## config.mk

```make
export PLATFORM = sky130hd
export DESIGN_NAME = boot_word_packer
export DESIGN_NICKNAME = d
export VERILOG_FILES = /design/src/rtl/boot_pkg.sv /design/src/rtl/word_fifo.sv /design/src/rtl/boot_word_packer.sv
export SDC_FILE = /design/constraint.sdc
export NUM_CORES = 1
export LEC_CHECK = 0
export BUFFER_PORTS_ARGS = -buffer_cell sky130_fd_sc_hd__buf_4
export CAP_MARGIN = 0
export CORE_MARGIN = 2
export CORE_UTILIZATION = 45
export DETAILED_ROUTE_END_ITERATION = 7
export PLACE_DENSITY = 0.63
export SLEW_MARGIN = 20
export SYNTH_ARGS = -nofsm -noshare
export SYNTH_HDL_FRONTEND = slang
export SYNTH_SLANG_ARGS = --single-unit
```

## constraint.sdc

```tcl
create_clock -name clk -period 3.1 [get_ports clk]
set_input_delay 0.155 -clock clk [delete_from_list [all_inputs] [get_ports clk]]
set_output_delay 0.155 -clock clk [all_outputs]
set_load 0.05 [all_outputs]
```

## src/rtl/boot_pkg.sv

```systemverilog
// Shared types and constants for the boot image word packer.
package boot_pkg;

    // Packer control states.
    typedef enum logic [1:0] {
        StCollect = 2'd0,
        StFlush   = 2'd1,
        StDrain   = 2'd2,
        StDone    = 2'd3
    } state_t;

    // Filler for unused lanes of the final partial word.
    localparam logic [7:0] PAD_BYTE = 8'hFF;

    // Default number of buffered output words.
    localparam int unsigned DEFAULT_FIFO_DEPTH = 4;

    // Replace every byte lane at or above fill_from with PAD_BYTE.
    function automatic logic [31:0] pad_word(input logic [31:0] word,
                                             input logic [1:0]  fill_from);
        logic [31:0] padded;
        padded = word;
        for (int lane = 0; lane < 4; lane++) begin
            if (lane >= int'(fill_from)) begin
                padded[8*lane +: 8] = PAD_BYTE;
            end
        end
        return padded;
    endfunction

endpackage

```

## src/rtl/word_fifo.sv

```systemverilog
// Synchronous show-ahead FIFO; the head entry is visible on rdata while not empty.
module word_fifo #(
    parameter int unsigned WIDTH = 32,
    parameter int unsigned DEPTH = 4
) (
    input  logic             clk,
    input  logic             rst,
    input  logic             push,
    input  logic             pop,
    input  logic [WIDTH-1:0] wdata,
    output logic [WIDTH-1:0] rdata,
    output logic             full,
    output logic             empty
);

    localparam int unsigned PTR_BITS = $clog2(DEPTH);
    localparam logic [PTR_BITS:0] PTR_ONE = {{PTR_BITS{1'b0}}, 1'b1};

    // Pointers carry one extra wrap bit to tell full from empty.
    logic [PTR_BITS:0] wr_ptr_q;
    logic [PTR_BITS:0] rd_ptr_q;
    logic [WIDTH-1:0]  mem_q [DEPTH];
    logic              do_push;
    logic              do_pop;

    // Status flags and handshake qualification; a full FIFO still takes a push
    // when a pop happens in the same cycle.
    always_comb begin
        empty   = (wr_ptr_q == rd_ptr_q);
        full    = (wr_ptr_q[PTR_BITS] != rd_ptr_q[PTR_BITS]) &&
                  (wr_ptr_q[PTR_BITS-1:0] == rd_ptr_q[PTR_BITS-1:0]);
        do_pop  = pop & ~empty;
        do_push = push & (~full | do_pop);
        rdata   = mem_q[rd_ptr_q[PTR_BITS-1:0]];
    end

    // Pointer registers.
    always_ff @(posedge clk or posedge rst) begin
        if (rst) begin
            wr_ptr_q <= '0;
            rd_ptr_q <= '0;
        end else begin
            if (do_push) begin
                wr_ptr_q <= wr_ptr_q + PTR_ONE;
            end
            if (do_pop) begin
                rd_ptr_q <= rd_ptr_q + PTR_ONE;
            end
        end
    end

    // Storage; contents are don't-care while empty, so no reset is needed.
    always_ff @(posedge clk) begin
        if (do_push) begin
            mem_q[wr_ptr_q[PTR_BITS-1:0]] <= wdata;
        end
    end

endmodule

```

## src/rtl/boot_word_packer.sv

```systemverilog
// Packs bytes from the SPI flash reader into little-endian 32-bit words and
// streams them to a word sink with ascending addresses.
module boot_word_packer
    import boot_pkg::*;
#(
    parameter int unsigned ADDR_BITS  = 8,
    parameter int unsigned FIFO_DEPTH = DEFAULT_FIFO_DEPTH
) (
    input  logic                 clk,
    input  logic                 rst,
    input  logic [7:0]           byte_data,
    input  logic                 byte_load,
    input  logic                 src_done,
    output logic [31:0]          wr_data,
    output logic [ADDR_BITS-1:0] wr_addr,
    output logic                 wr_valid,
    input  logic                 wr_ready,
    output logic [7:0]           checksum,
    output logic                 overflow,
    output logic                 done
);

    localparam logic [ADDR_BITS-1:0] ADDR_ONE = {{(ADDR_BITS-1){1'b0}}, 1'b1};

    state_t                state_q, state_d;
    logic [1:0]            idx_q, idx_d;
    logic [31:0]           asm_q, asm_d;
    logic [7:0]            checksum_q, checksum_d;
    logic                  overflow_q, overflow_d;
    logic [ADDR_BITS-1:0]  wr_addr_q, wr_addr_d;
    logic                  load_q;

    logic                  load_edge;
    logic [31:0]           merged;
    logic                  fifo_push;
    logic                  fifo_pop;
    logic [31:0]           fifo_wdata;
    logic [31:0]           fifo_rdata;
    logic                  fifo_full;
    logic                  fifo_empty;

    word_fifo #(
        .WIDTH (32),
        .DEPTH (FIFO_DEPTH)
    ) u_word_fifo (
        .clk   (clk),
        .rst   (rst),
        .push  (fifo_push),
        .pop   (fifo_pop),
        .wdata (fifo_wdata),
        .rdata (fifo_rdata),
        .full  (fifo_full),
        .empty (fifo_empty)
    );

    // Sink handshake, output drive and the current byte merged into its lane.
    always_comb begin
        load_edge = byte_load & ~load_q;
        fifo_pop  = ~fifo_empty & wr_ready;
        wr_valid  = ~fifo_empty;
        wr_data   = fifo_empty ? 32'h0 : fifo_rdata;
        wr_addr   = wr_addr_q;
        checksum  = checksum_q;
        overflow  = overflow_q;
        done      = (state_q == StDone);
        merged    = asm_q;
        merged[{idx_q, 3'b000} +: 8] = byte_data;
    end

    // Next-state logic: byte collection, word completion, final flush and drain.
    always_comb begin
        state_d    = state_q;
        idx_d      = idx_q;
        asm_d      = asm_q;
        checksum_d = checksum_q;
        overflow_d = overflow_q;
        fifo_push  = 1'b0;
        fifo_wdata = asm_q;

        unique case (state_q)
            StCollect: begin
                // End of source wins over a byte edge in the same cycle.
                if (src_done) begin
                    state_d = (idx_q != 2'd0) ? StFlush : StDrain;
                end else if (load_edge) begin
                    checksum_d = checksum_q + byte_data;
                    idx_d      = idx_q + 2'd1;
                    if (idx_q == 2'd3) begin
                        asm_d = 32'h0;
                        // A simultaneous pop frees the slot, so the word fits.
                        if (!fifo_full || fifo_pop) begin
                            fifo_push  = 1'b1;
                            fifo_wdata = merged;
                        end else begin
                            overflow_d = 1'b1;
                        end
                    end else begin
                        asm_d = merged;
                    end
                end
            end
            StFlush: begin
                fifo_wdata = pad_word(asm_q, idx_q);
                if (!fifo_full) begin
                    fifo_push = 1'b1;
                    asm_d     = 32'h0;
                    idx_d     = 2'd0;
                    state_d   = StDrain;
                end
            end
            StDrain: begin
                if (fifo_empty) begin
                    state_d = StDone;
                end
            end
            StDone: begin
                state_d = StDone;
            end
            default: begin
                state_d = StCollect;
            end
        endcase
    end

    // Write address advances once per accepted word.
    always_comb begin
        wr_addr_d = wr_addr_q;
        if (fifo_pop) begin
            wr_addr_d = wr_addr_q + ADDR_ONE;
        end
    end

    // Control and datapath registers.
    always_ff @(posedge clk or posedge rst) begin
        if (rst) begin
            state_q    <= StCollect;
            idx_q      <= 2'd0;
            asm_q      <= 32'h0;
            checksum_q <= 8'h0;
            overflow_q <= 1'b0;
            wr_addr_q  <= '0;
            load_q     <= 1'b0;
        end else begin
            state_q    <= state_d;
            idx_q      <= idx_d;
            asm_q      <= asm_d;
            checksum_q <= checksum_d;
            overflow_q <= overflow_d;
            wr_addr_q  <= wr_addr_d;
            load_q     <= byte_load;
        end
    end

endmodule

```

==> metrics.md <==
| Metric | Value |
|---|---|
| Outcome | completed |
| CP max FO | 19 |
| # IOs | 64 |
| Fillers | 1495 |
| Final Setup Violations | 0 |
| First-pass GRT wire length | 27700 µm |
| Pre-CTS setup slack | 588 ps |
| Antenna violations before repair | 0 |
| Final #Nets | 688 |
| Mapped Cells | 585 |
| Critical path class | reg -> reg |
| Final hold violation count | 0 |
| RSZ-0062 raised after global routing | false |
| Post-route ant nets | 0 |
| CTS root buf | clkbuf_16 |
| Fin crit period | 2560 ps |
| Detailed-route via count | 5181 |
| Max cap viols | 0 |
| CTS tree | yes |
| Syn_nets | 617 |
| Flops & latches, synth | 188 |
| Core area | 18100 µm² |
| P_leak | 0.00352 µW |
| Total CTS buffers | 17 |
| PostCTS Resize Cnt | 0 |
| Global placer's final weighted congestion | 0.841 |
| Distinct cells, synth | 54 |
| Deepest clock path buffer count | 2 |
| Number of synthesized flops with an enable pin | 128 |
| Hold WS | 46.6 ps |
| Area grow syn2layout | 15.8% |
| Min-delay worst type | in -> reg |
| Detailed-route wire length per cell | 19.8 µm |
| Post-synth ARST share | 0.319 |
| Most frequent cells in the layout | edfxtp_1, buf_4, nand2_1 |
| Design Power | 6910 µW |
| Seq/Total Area, Yosys | 0.638 |
| CP endpoint kind | register |
| Clock transition at the registers of the reported paths | 70 ps |
| Setup TNS Final | 0 ps |
| Top FF cell, synth | edfxtp_1 |
| Post-DP HPWL | 11700 µm |
| All-layer global routing usage | 0.188 |
| Max Clock Freq | 391 MHz |
| Commonest non-fill, non-tap cell in the layout | edfxtp_1 |
| TritonRoute pass-1 iters | 5 |
| Htree depth | 4 |
| Mapped Area | 8370 µm² |
| Buffers on Ports | 63 |
| Largest net degree at the start of global routing | 35 |
| Crit path DAT | 2660 ps |
| Row Count | 49 |
| Drc violations | 0 |
| Die area | 19700 µm² |
| Layout cell share with drive strength beyond 1 | 0.230 |
| VDD IR-drop max | 680 µV |
| Post CTS Setup Buffer Count | 0 |
| Die Height | 140 µm |
| Tightest Pin Transition | 903 ps |
| Clk_lat worst skew | 440 ps |
| Die W | 140 µm |
| CP startpoint kind | register |
| # diodes | 0 |
| DRT Wirelength | 17700 µm |
| Synthesis Warnings | 0 |
| Final period utilization | 0.825 |
| Pwr/cell area | 713 nW/µm² |
| Cts hold-fix bufs | 2 |
| Initial cell density of the core | 0.463 |
| Slew HR | 0.396 |
| GRT overflow | 0 |
| Drt via density | 5.77 |
| Vias in the first global route | 5075 |
| Final worst setup slack | 543 ps |
| Clk sinks | 188 |
| Worst path required time | 3200 ps |
| Max-slew violations | 0 |
| Skew final | 11.9 ps |
| DRT iter0 DRCs | 429 |
| Average footprint of a synthesized cell | 14.3 µm² |
-- flip-flops by register name, summed over array words and instances (netlist names) --
| name | cells |
|---|---|
| asm_q | 32 |
| checksum | 8 |
| idx_q | 2 |
| load_q | 1 |
| overflow | 1 |
| state_q | 2 |
| u_word_fifo.mem_q | 128 |
| u_word_fifo.rd_ptr_q | 3 |
| u_word_fifo.wr_ptr_q | 3 |
| wr_addr | 8 |
-- per-layer routing --
| layer | routed length (µm) | global-route usage | vias up | part of all wire |
|---|---|---|---|---|
| met3 | 1010 | 0.0424 | 24 | 0.057 |
| met5 | 0 | 0 | - | 0 |
| met1 | 7690 | 0.250 | 2652 | 0.43 |
| li1 | - | - | 2347 | - |
| met2 | 8740 | 0.303 | 158 | 0.49 |
| met4 | 309 | 0.0723 | 0 | 0.017 |
-- Yosys cell counts (all sizes together) (9+ instances only) --
master	number	area (µm²)
inv	20	75.1
a22o	26	228
a21oi	9	45.0
mux4	32	721
nand3	13	70.1
dfrtp	60	1500
buf	12	78.8
nor2b	38	238
nand2	62	233
xnor2	11	96.3
ha	18	225
o21ai	13	68.8
clkbuf	19	71.3
and3	12	80.1
o211ai	9	67.6
edfxtp	128	3840
nor2	26	105
-- worst max-delay path, stage by stage, from the launching register on --
cell	delay [ps]
dfrtp_1	440
xor2_1	350
nor3_1	130
nor2_1	720
o21ai_2	150
inv_1	110
buf_4	320
-- worst paths after layout --
path,startpoint,end,slack [ps],depth (start not counted)
worst min-delay path,src_done,state_q[1],50,3
worst max register to register,u_word_fifo.wr_ptr_q[0],u_word_fifo.mem_q[3][0],540,6
worst min register to register,wr_addr[7],wr_addr[7],480,1
worst max-delay path,u_word_fifo.wr_ptr_q[0],u_word_fifo.mem_q[3][0],540,6
max in group asynchronous,rst,asm_q[7],1990,4
min in group asynchronous,rst,checksum[5],360,3
-- where the power goes --
| group | internal, µW | switching, µW | leakage, µW |
|---|---|---|---|
| registers | 2740 | 77.6 | 0.00182 |
| logic | 654 | 1410 | 0.00145 |
| clock network | 1110 | 921 | 0.000248 |
| total | 4500 | 2410 | 0.00352 |
-- cell type report --
class / instances / area (µm²) / share of cell area
Clock buffer: 19 / 433 / 0.0447
Clock inverter: 13 / 118 / 0.0121
Inverter: 20 / 75.1 / 0.00774
Multi-Input combinational cell: 346 / 2810 / 0.290
Sequential cell: 188 / 5350 / 0.551
Tap cell: 229 / 287 / 0.0296
Timing Repair Buffer: 83 / 628 / 0.0648
-- through the flow --
stage          area [µm²]  utilization  instances
6_report             9690        0.536        898
5_1_grt              9690        0.536        898
4_1_cts              9690        0.536        898
3_5_place_dp         9120        0.504        864
3_3_place_gp         9120        0.504        864
2_1_floorplan        8370            -        585
-- logic make-up after synthesis --
group           count (synthesis)  share of synthesized area
mux                            32                     0.0861
compound gates                 98                     0.0904
fa+ha+maj                      19                     0.0293
flops                         188                      0.638
simple gates                  180                      0.110
xor+xnor                       17                     0.0187
buf+inv                        51                     0.0269
(Power assumes the default switching activity.)
